`config.mk`:
```
export PLATFORM = sky130hd
export DESIGN_NAME = dmem_access_sched_flat
export DESIGN_NICKNAME = d
export VERILOG_FILES = /design/src/rtl/dmem_sched_pkg.sv /design/src/rtl/dmem_access_sched_if.sv /design/src/rtl/dmem_access_sched_sync_2ff.sv /design/src/rtl/dmem_access_sched.sv /design/src/flat_wrapper.sv
export SDC_FILE = /design/constraint.sdc
export NUM_CORES = 1
export LEC_CHECK = 0
export CAP_MARGIN = 5
export CORE_AREA = 2 2 411 413
export DETAILED_ROUTE_END_ITERATION = 10
export DIE_AREA = 0 0 413 415
export DONT_BUFFER_PORTS = 1
export MAX_ROUTING_LAYER = met4
export SYNTH_ARGS = -nofsm -noshare
export SYNTH_HDL_FRONTEND = slang
export SYNTH_HIERARCHICAL = 1
export SYNTH_SLANG_ARGS = --single-unit
```
`constraint.sdc`:
```
create_clock -name clk -period 3.93 [get_ports clk]
set_clock_uncertainty 0.1 [all_clocks]
set_input_delay 0.5895 -clock clk [delete_from_list [all_inputs] [get_ports clk]]
set_output_delay 0.5895 -clock clk [all_outputs]
set_load 0.02 [all_outputs]
```
`src/rtl/dmem_sched_pkg.sv`:
```
// Shared types for the dmem access scheduler.
// Engine state encoding and vector geometry.
package dmem_sched_pkg;

  localparam int VEC_S = 32;
  localparam int VEC_V = 192;
  localparam int WORDS_PER_VEC = VEC_V / VEC_S;
  localparam int CHUNK_W = 16;

  typedef enum logic [1:0] {
    IDLE,
    FETCH,
    FILL,
    DRAIN
  } eng_state_t;

endpackage

```
`src/rtl/dmem_access_sched_if.sv`:
```
// Core-side access bus and stream output bundle.
// slave = scheduler view, master = driver/sink view.
interface dmem_sched_if #(
  parameter int S = 32,
  parameter int V = 192
);
  logic         core_req;
  logic         core_we;
  logic         core_isVector;
  logic [S-1:0] core_address;
  logic [V-1:0] core_wd;
  logic         core_gnt;
  logic [V-1:0] core_rd;
  logic         out_valid;
  logic         out_ready;
  logic [V-1:0] out_data;
  logic [2:0]   out_words;
  logic         out_last;

  modport slave (
    input  core_req, core_we, core_isVector,
    input  core_address, core_wd, out_ready,
    output core_gnt, core_rd, out_valid,
    output out_data, out_words, out_last
  );

  modport master (
    output core_req, core_we, core_isVector,
    output core_address, core_wd, out_ready,
    input  core_gnt, core_rd, out_valid,
    input  out_data, out_words, out_last
  );
endinterface

```
`src/rtl/dmem_access_sched_sync_2ff.sv`:
```
// Two-flop synchronizer for the dump switch.
// rise pulses for one cycle on a synchronized 0->1 edge.
module sync_2ff (
  input  logic clk,
  input  logic rst_n,
  input  logic d,
  output logic rise
);
  logic s1, s2, s3;

  always_ff @(posedge clk or negedge rst_n) begin
    if (!rst_n) begin
      s1 <= 1'b0;
      s2 <= 1'b0;
      s3 <= 1'b0;
    end else begin
      s1 <= d;
      s2 <= s1;
      s3 <= s2;
    end
  end

  assign rise = s2 & ~s3;
endmodule

```
`src/rtl/dmem_access_sched.sv`:
```
// Data-memory port scheduler: core access plus image-dump stream engine.
// DMEM_SCHED_STATS_EN adds stat_forced / stat_chunks counters.
module dmem_access_sched
  import dmem_sched_pkg::*;
#(
  parameter int S          = 32,
  parameter int V          = 192,
  parameter int IMG_BASE   = 0,
  parameter int IMG_WORDS  = 30000,
  parameter int STARVE_MAX = 8
) (
  input  logic         clk,
  input  logic         rst_n,
  dmem_sched_if.slave  bus,
  output logic         mem_we,
  output logic         mem_isVector,
  output logic [S-1:0] mem_address,
  output logic [V-1:0] mem_wd,
  input  logic [V-1:0] mem_rd,
  input  logic         start_i,
  output logic         busy
`ifdef DMEM_SCHED_STATS_EN
  ,
  output logic [CHUNK_W-1:0] stat_forced,
  output logic [CHUNK_W-1:0] stat_chunks
`endif
);
  localparam int SW = $clog2(STARVE_MAX + 1);

  eng_state_t   state_q, state_d;
  logic [S-1:0] addr_q;
  logic [S-1:0] rem_q;
  logic [SW-1:0] starve_q;
  logic [V-1:0] buf_q;
  logic         start_rise;
  logic         fetch, force_slot, eng_win, accept, go;

  sync_2ff u_sync (
    .clk  (clk),
    .rst_n(rst_n),
    .d    (start_i),
    .rise (start_rise)
  );

  assign fetch      = state_q == FETCH;
  assign force_slot = fetch && starve_q == SW'(STARVE_MAX);
  assign bus.core_gnt = bus.core_req && !force_slot;
  assign eng_win    = fetch && !bus.core_gnt;
  assign accept     = state_q == DRAIN && bus.out_ready;
  assign go         = state_q == IDLE && start_rise;

  assign busy          = state_q != IDLE;
  assign bus.core_rd   = mem_rd;
  assign bus.out_valid = state_q == DRAIN;
  assign bus.out_data  = buf_q;
  assign bus.out_words = (rem_q >= S'(WORDS_PER_VEC))
                       ? 3'(WORDS_PER_VEC) : rem_q[2:0];
  assign bus.out_last  = state_q == DRAIN
                       && rem_q <= S'(WORDS_PER_VEC);

  always_comb begin
    mem_we       = 1'b0;
    mem_isVector = 1'b0;
    mem_address  = '0;
    mem_wd       = '0;
    if (bus.core_gnt) begin
      mem_we       = bus.core_we;
      mem_isVector = bus.core_isVector;
      mem_address  = bus.core_address;
      mem_wd       = bus.core_wd;
    end else if (fetch) begin
      mem_isVector = 1'b1;
      mem_address  = addr_q;
    end
  end

  always_comb begin
    state_d = state_q;
    unique case (state_q)
      IDLE:    if (start_rise) state_d = FETCH;
      FETCH:   if (eng_win) state_d = FILL;
      FILL:    state_d = DRAIN;
      DRAIN:   if (accept) state_d = bus.out_last ? IDLE : FETCH;
      default: state_d = IDLE;
    endcase
  end

  always_ff @(posedge clk or negedge rst_n) begin
    if (!rst_n) state_q <= IDLE;
    else        state_q <= state_d;
  end

  always_ff @(posedge clk or negedge rst_n) begin
    if (!rst_n) begin
      addr_q   <= S'(IMG_BASE);
      rem_q    <= '0;
      starve_q <= '0;
      buf_q    <= '0;
    end else begin
      if (go) begin
        addr_q   <= S'(IMG_BASE);
        rem_q    <= S'(IMG_WORDS);
        starve_q <= '0;
      end
      // a forced slot always wins, so the counter never passes STARVE_MAX
      if (fetch) starve_q <= eng_win ? '0 : starve_q + 1'b1;
      if (eng_win) buf_q <= mem_rd;
      if (accept) begin
        addr_q <= addr_q + S'(WORDS_PER_VEC);
        rem_q  <= rem_q - S'(bus.out_words);
      end
    end
  end

`ifdef DMEM_SCHED_STATS_EN
  always_ff @(posedge clk or negedge rst_n) begin
    if (!rst_n) begin
      stat_forced <= '0;
      stat_chunks <= '0;
    end else if (go) begin
      stat_forced <= '0;
      stat_chunks <= '0;
    end else begin
      if (force_slot && stat_forced != '1)
        stat_forced <= stat_forced + 1'b1;
      if (accept && stat_chunks != '1)
        stat_chunks <= stat_chunks + 1'b1;
    end
  end
`endif
endmodule

```
`src/flat_wrapper.sv`:
```
// flat-port wrapper written by rule: the top's interface ports become plain ports
module dmem_access_sched_flat import dmem_sched_pkg::*;
#(
  parameter int S          = 32,
  parameter int V          = 192,
  parameter int IMG_BASE   = 0,
  parameter int IMG_WORDS  = 30000,
  parameter int STARVE_MAX = 8
)
  (clk, rst_n, mem_we, mem_isVector, mem_address, mem_wd, mem_rd, start_i, busy, bus_core_req, bus_core_we, bus_core_isVector, bus_core_address, bus_core_wd, bus_out_ready, bus_core_gnt, bus_core_rd, bus_out_valid, bus_out_data, bus_out_words, bus_out_last);
  dmem_sched_if #(.S(S), .V(V)) bus_i ();
  input  logic clk;
  input  logic rst_n;
  output logic mem_we;
  output logic mem_isVector;
  output logic [S-1:0] mem_address;
  output logic [V-1:0] mem_wd;
  input  logic [V-1:0] mem_rd;
  input  logic start_i;
  output logic busy;
  input wire logic [$bits(bus_i.core_req)-1:0] bus_core_req;
  input wire logic [$bits(bus_i.core_we)-1:0] bus_core_we;
  input wire logic [$bits(bus_i.core_isVector)-1:0] bus_core_isVector;
  input wire logic [$bits(bus_i.core_address)-1:0] bus_core_address;
  input wire logic [$bits(bus_i.core_wd)-1:0] bus_core_wd;
  input wire logic [$bits(bus_i.out_ready)-1:0] bus_out_ready;
  output wire logic [$bits(bus_i.core_gnt)-1:0] bus_core_gnt;
  output wire logic [$bits(bus_i.core_rd)-1:0] bus_core_rd;
  output wire logic [$bits(bus_i.out_valid)-1:0] bus_out_valid;
  output wire logic [$bits(bus_i.out_data)-1:0] bus_out_data;
  output wire logic [$bits(bus_i.out_words)-1:0] bus_out_words;
  output wire logic [$bits(bus_i.out_last)-1:0] bus_out_last;
  assign bus_i.core_req = bus_core_req;
  assign bus_i.core_we = bus_core_we;
  assign bus_i.core_isVector = bus_core_isVector;
  assign bus_i.core_address = bus_core_address;
  assign bus_i.core_wd = bus_core_wd;
  assign bus_i.out_ready = bus_out_ready;
  assign bus_core_gnt = bus_i.core_gnt;
  assign bus_core_rd = bus_i.core_rd;
  assign bus_out_valid = bus_i.out_valid;
  assign bus_out_data = bus_i.out_data;
  assign bus_out_words = bus_i.out_words;
  assign bus_out_last = bus_i.out_last;
  dmem_access_sched #(.S(S), .V(V), .IMG_BASE(IMG_BASE), .IMG_WORDS(IMG_WORDS), .STARVE_MAX(STARVE_MAX)) u_core (.clk(clk), .rst_n(rst_n), .bus(bus_i), .mem_we(mem_we), .mem_isVector(mem_isVector), .mem_address(mem_address), .mem_wd(mem_wd), .mem_rd(mem_rd), .start_i(start_i), .busy(busy));
endmodule
```
==> results of run 1 <==
cell usage after synthesis, types with 2 or more instances:
cell       instances
nand4_1           11
nand3_1           29
and3_1           202
a2111oi_0          2
buf_6              2
nand2_1          116
mux2i_1           32
a211oi_1           5
nand2b_1           4
or4_1              9
and2_1             7
a21oi_1           12
nor2_1            20
a41oi_1            2
inv_1             15
a31oi_1            4
nor3_1            17
o31ai_1            6
o21ai_0           65
or3_1              3
buf_2             14
o211ai_1          13
buf_4            192
dfrtp_1          264
ha_1               8
nand3_2            2
nor4_1             7
buf_1              4
nand4b_1           3
mux2_2           192
nor2b_1            3
a21o_1             2
o22ai_1            2
clkbuf_1          73
a22o_1             3
or4_4              3
through the flow:
stage | power, mW | instance area [um^2]
2_1_floorplan | 8.08 | 14300
3_3_place_gp | 8.59 | 15800
3_5_place_dp | 8.69 | 15800
4_1_cts | 11.6 | 18200
5_1_grt | 12.0 | 18400
6_report | 11.5 | 18400
kinds of logic after synthesis:
logic type / synth area share
flip-flops: 0.463
buffers and inverters: 0.132
AO/OA/AOI/OAI: 0.0537
adder cells (fa/ha/maj): 0.00702
AND/OR/NAND/NOR: 0.170
multiplexers: 0.174
other: 0.000263
repair_timing:
item | CTS | global route
hold endpoints to repair | 409 | 264
resized for setup | 2 | 2
setup endpoints to repair | 111 | 23
buffers inserted | 0 | 0
layer usage:
| layer | up-vias | global-route usage | routed length (um) |
|---|---|---|---|
| met5 | - | - | 0 |
| met4 | 0 | 0.0190 | 3470 |
| met3 | 315 | 0.0811 | 18900 |
| met2 | 1285 | 0.146 | 37300 |
| met1 | 5742 | 0.147 | 43600 |
| li1 | 4640 | - | - |
path summary, 6_finish.rpt:
kind	start	endpoint	slack (ps)	depth (start not counted)
max in group asynchronous	rst_n	u_core/bus.out_data[139]$_DFFE_PN0P_	3250	0
worst max-delay path	u_core/rem_q[25]$_DFFE_PN0P_	bus_out_last	120	4
worst max register to register	u_core/rem_q[25]$_DFFE_PN0P_	u_core/rem_q[24]$_DFFE_PN0P_	670	8
worst min-delay path	rst_n	u_core/bus.out_data[120]$_DFFE_PN0P_	-410	0
worst min register to register	u_core/u_sync/s2$_DFF_PN0_	u_core/u_sync/s3$_DFF_PN0_	280	0
min in group clk	mem_rd[170]	u_core/bus.out_data[170]$_DFFE_PN0P_	50	1
worst max-delay path, stage by stage (launching register included):
cell and delay, ps:
dfrtp_1 420, or4_4 580, or4_4 470, or4_4 630, nor3_2 430
area by class of cell:
cell class | count | area [um^2]
Antenna cell | 98 | 245
Fill cell | 19100 | 148000
Clock buffer | 32 | 747
Inverter | 15 | 56.3
Multi-Input combinational cell | 799 | 5790
Sequential cell | 264 | 6610
Timing Repair Buffer | 215 | 2060
Tap cell | 2204 | 2760
Clock inverter | 15 | 164
power by group through the flow:
stage	Clock, mW	Combinational, mW	Sequential, mW
2_1_floorplan	0	2.40	5.68
3_5_place_dp	0	2.69	6.01
5_1_grt	2.89	3.04	6.11
4_1_cts	2.79	2.82	5.96
3_3_place_gp	0	2.62	5.97
6_report	2.67	2.83	5.98
sequential cells by signal (all words and copies together), names as in the netlist:
name / cells
u_core/addr_q: 31
u_core/rem_q: 32
u_core/u_sync/s3: 1
u_core/u_sync/s1: 1
u_core/u_sync/s2: 1
u_core/bus.out_data: 192
u_core/starve_q: 4
u_core/state_q: 2
==> results.json, run 1 <==
{
  "htree_levels": 1,
  "synthCells": 1363,
  "period_share": 0.970,
  "violations": "negative hold slack",
  "irDropWorstVdd_mv": 0.392,
  "hp-class": "in -> async",
  "drtIter0Drc": 1112,
  "critPathLaunchType": "flip-flop",
  "ys_ff_latch": 264,
  "drc": 0,
  "status": "finished with violations",
  "num_io_pins": 1040,
  "die_w_um": 413,
  "ant_nets": 0,
  "wl_per_cell_um": 28.4,
  "fmax_ghz": 0.262,
  "hold-worst-slack_ps": -410,
  "crit_fanout": 15,
  "pwr-share-clk": 0.233,
  "cts_root_buf": "clkbuf_16",
  "clockBufferDepth": 3,
  "ys_warn_count": 6,
  "grt_pass1_vias": 10400,
  "slew_headroom": 0.273,
  "numPlacedInstances": 3352,
  "globalplace.congestion": 1.29,
  "cts_buffers": 29,
  "pwr-share-seq": 0.521,
  "synth_area_leaders": "dfrtp_1 (46%), mux2_2 (15%), buf_4 (10%)",
  "fin_setup_tns_ps": 0,
  "slew_viol_final": 0,
  "layout_common_cells": "dfrtp_1 (264), and3_1 (202), mux2_2 (192), dlygate4sd3_1 (145), nand2_1 (116)",
  "grtUsageTotal": 0.115,
  "grt_max_degree": 265,
  "cts_num_sinks": 264,
  "final_cells": 3642,
  "setup_viol": 0,
  "nNetsFinal": 1755,
  "worstPathArrival_ps": 3120,
  "max-cap-violations": 0,
  "cp.required_ps": 3240,
  "clk_pin_slew_worst_paths_ps": 60,
  "min_period_ps": 3810,
  "leakagePower_nw": 7.23,
  "finalHoldViolations": 264,
  "die_y_um": 415,
  "final_common_cell": "dfrtp_1",
  "rsz0062_at_grt": "false",
  "cts_tree": "done",
  "synth_top_cell_area_share": 0.463,
  "routed_wl_um": 103000,
  "areaGrowthSynthToFinish_pct": 29.2,
  "synth_edf_count": 0,
  "ys_async_sr_fraction": 1.00,
  "switching_share": 0.409,
  "viasPerCell": 3.29,
  "synth_top_cell_by_area": "dfrtp_1",
  "dr_total_vias": 12000,
  "final_util": 0.111,
  "path_class": "reg -> out",
  "tightest_slew_ps": 1090,
  "end_kind": "output port",
  "core_um2": 167000,
  "insertion_delay_ps": 600,
  "place_ws_ps": 457,
  "netlist_area_um2": 14300,
  "first_pass_iters": 5,
  "start_util": 0.0856,
  "synth_seq_area_share": 0.463,
  "drive_gt1_frac": 0.237,
  "switching_power_mw": 4.70,
  "num_rows": 150,
  "syn_nets": 1794,
  "post_synth.cell_area_avg_um2": 10.5,
  "antenna_found_initial": 230,
  "port_buffers": 0,
  "grt-ovfl-total": 0,
  "setup_ws_ps": 118,
  "grt_pass1_wl_um": 124000,
  "post-dp-hpwl_um": 87200,
  "cts_hold_buf": 145,
  "die_area_um2": 171000,
  "ys_types": 51,
  "synthFlopType": "dfrtp_1",
  "combPwrFrac": 0.247,
  "internal-power_mw": 6.79,
  "p_per_area_nw_per_um2": 623
}
Note: power is estimated with default switching activity, not from simulation.
==> run 2: changes to the inputs <==
BUFFER_PORTS_ARGS = -buffer_cell sky130_fd_sc_hd__buf_4   (was default)
CORE_AREA = 2 2 406 408   (was 2 2 411 413)
DIE_AREA = 0 0 408 410   (was 0 0 413 415)
DONT_BUFFER_PORTS = default   (was 1)
clock period = 3.7 ns   (was 3.93 ns; I/O delays follow)
==> results.json, run 2 (synthesis results as in run 1) <==
{
  "worst_path_max_delay_cell": "or4_4",
  "die_w_um": 408,
  "grt_pass1_vias": 13000,
  "drive_gt1_frac": 0.601,
  "cts_tree": "done",
  "cpPeakStageDelay_ps": 570,
  "max-cap-violations": 0,
  "drtIter0Drc": 1203,
  "end_kind": "output port",
  "critPathLaunchType": "flip-flop",
  "drc": 0,
  "largest_reg_flops": 192,
  "wl_per_cell_um": 20.9,
  "slew_viol_final": 0,
  "finalHoldViolations": 0,
  "core_um2": 163000,
  "port_buffers": 1039,
  "nFillCells": 18400,
  "internal-power_mw": 9.32,
  "worstPathArrival_ps": 2930,
  "switching_power_mw": 5.94,
  "start_util": 0.0872,
  "numPlacedInstances": 4335,
  "areaGrowthSynthToFinish_pct": 71.8,
  "p_per_area_nw_per_um2": 623,
  "ant_nets": 0,
  "cp_num_buf_inv": 1,
  "crit_path_frequent_cell": "or4_4",
  "die_y_um": 410,
  "critical_path.top_delay_family": "simple AND/OR/NAND/NOR gates",
  "cp_cell_sequence": "or4_4 -> or4_4 -> or4_4 -> nor3_2 -> buf_4",
  "crit_fanout": 5,
  "num_io_pins": 1040,
  "antenna_found_initial": 63,
  "post-dp-hpwl_um": 80300,
  "grtUsageTotal": 0.107,
  "final_cells": 4415,
  "pwr-share-clk": 0.218,
  "grt_pass1_wl_um": 119000,
  "first_pass_iters": 5,
  "htree_levels": 2,
  "pwr-share-seq": 0.315,
  "fmax_ghz": 0.279,
  "globalplace.congestion": 1.04,
  "insertion_delay_ps": 570,
  "slew_headroom": 0.424,
  "min_period_ps": 3580,
  "tightest_slew_ps": 863,
  "layout_common_cells": "buf_4 (1060), dfrtp_1 (264), and3_1 (202), mux2_2 (192), nand2_1 (116)",
  "path_class": "reg -> out",
  "routed_wl_um": 92200,
  "fin_setup_tns_ps": 0,
  "hp-class": "in -> reg",
  "cts_root_buf": "clkbuf_16",
  "combPwrFrac": 0.467,
  "irDropWorstVdd_mv": 0.394,
  "switching_share": 0.389,
  "cts_buffers": 34,
  "period_share": 0.969,
  "nNetsFinal": 2616,
  "grt_max_degree": 195,
  "clk_pin_slew_worst_paths_ps": 60,
  "clockBufferDepth": 3,
  "die_area_um2": 167000,
  "setup_viol": 0,
  "leakagePower_nw": 11.6,
  "final_common_cell": "buf_4",
  "status": "finished clean",
  "rsz0062_at_grt": "false",
  "cp.required_ps": 3040,
  "viasPerCell": 3.16,
  "cts_num_sinks": 264,
  "num_rows": 149,
  "dr_total_vias": 14000,
  "grt-ovfl-total": 0
}
[run 2: worst register-to-register path: stages, from the launching register on]
cell and delay (ps):
dfrtp_1 410, or4_4 580, or4_4 470, or4_4 550, buf_4 210, or2b_1 170, ha_1 160, inv_1 110
o211ai_1 260, mux2i_1 210
[run 2: worst paths after layout]
path,start,endpoint,slack [ps],cells past startpoint
min,mem_rd[110],u_core/bus.out_data[110]$_DFFE_PN0P_,100,2
max reg2reg,u_core/rem_q[25]$_DFFE_PN0P_,u_core/rem_q[28]$_DFFE_PN0P_,390,9
min reg2reg,u_core/u_sync/s1$_DFF_PN0_,u_core/u_sync/s2$_DFF_PN0_,260,0
max,u_core/rem_q[25]$_DFFE_PN0P_,bus_out_last,120,5
max in group asynchronous,rst_n,u_core/u_sync/s2$_DFF_PN0_,1940,3
min in group asynchronous,rst_n,u_core/bus.out_data[191]$_DFFE_PN0P_,540,2
[run 2: stage by stage]
stage	utilization	hold WS [ps]	instance area (um^2)	worst slack, ps	power (mW)
after floorplan	-	159	14300	261	8.58
final	0.150	104	24500	115	15.3
after global placement	0.143	238	23300	510	11.9
after detailed placement	0.143	244	23300	502	12.0
after CTS	0.150	38.0	24500	62.7	15.5
after global routing	0.150	52.5	24500	0.983	16.0
[run 2: area by class of cell]
class / instances / area [um^2] / area share
inverters: 15 / 56.3 / 0.00230
clock buffers: 46 / 956 / 0.0390
diodes: 17 / 42.5 / 0.00174
well taps: 2189 / 2740 / 0.112
flip-flops and latches: 264 / 6610 / 0.270
multi-input cells: 799 / 5800 / 0.237
repair buffers: 1071 / 8150 / 0.333
clock inverters: 14 / 158 / 0.00643
[run 2: power by group through the flow]
stage | clock network, mW | registers, mW | logic (mW)
6_report | 3.33 | 4.80 | 7.12
5_1_grt | 3.59 | 4.95 | 7.50
4_1_cts | 3.48 | 4.80 | 7.18
3_5_place_dp | 0 | 4.85 | 7.17
3_3_place_gp | 0 | 4.80 | 7.08
2_1_floorplan | 0 | 6.03 | 2.55
[run 2: timing repair]
| item | in CTS | in global routing |
|---|---|---|
| buffers inserted | 1 | 0 |
| pin swaps | 1 | 0 |
| hold buffers | 2 | 0 |
| setup endpoints to repair | 1 | 10 |
| gates resized for setup | 0 | 2 |
| endpoints found under the hold margin | 93 | 0 |
| gates cloned | 0 | 0 |
[run 2: layer usage]
metal | global-route usage | wire length [um] | share of wire | up-vias
li1 | - | - | - | 6270
met1 | 0.146 | 42900 | 0.47 | 6865
met2 | 0.147 | 38400 | 0.42 | 725
met3 | 0.0436 | 9530 | 0.10 | 108
met4 | 0.0163 | 1360 | 0.015 | 0
met5 | - | 0 | 0 | -
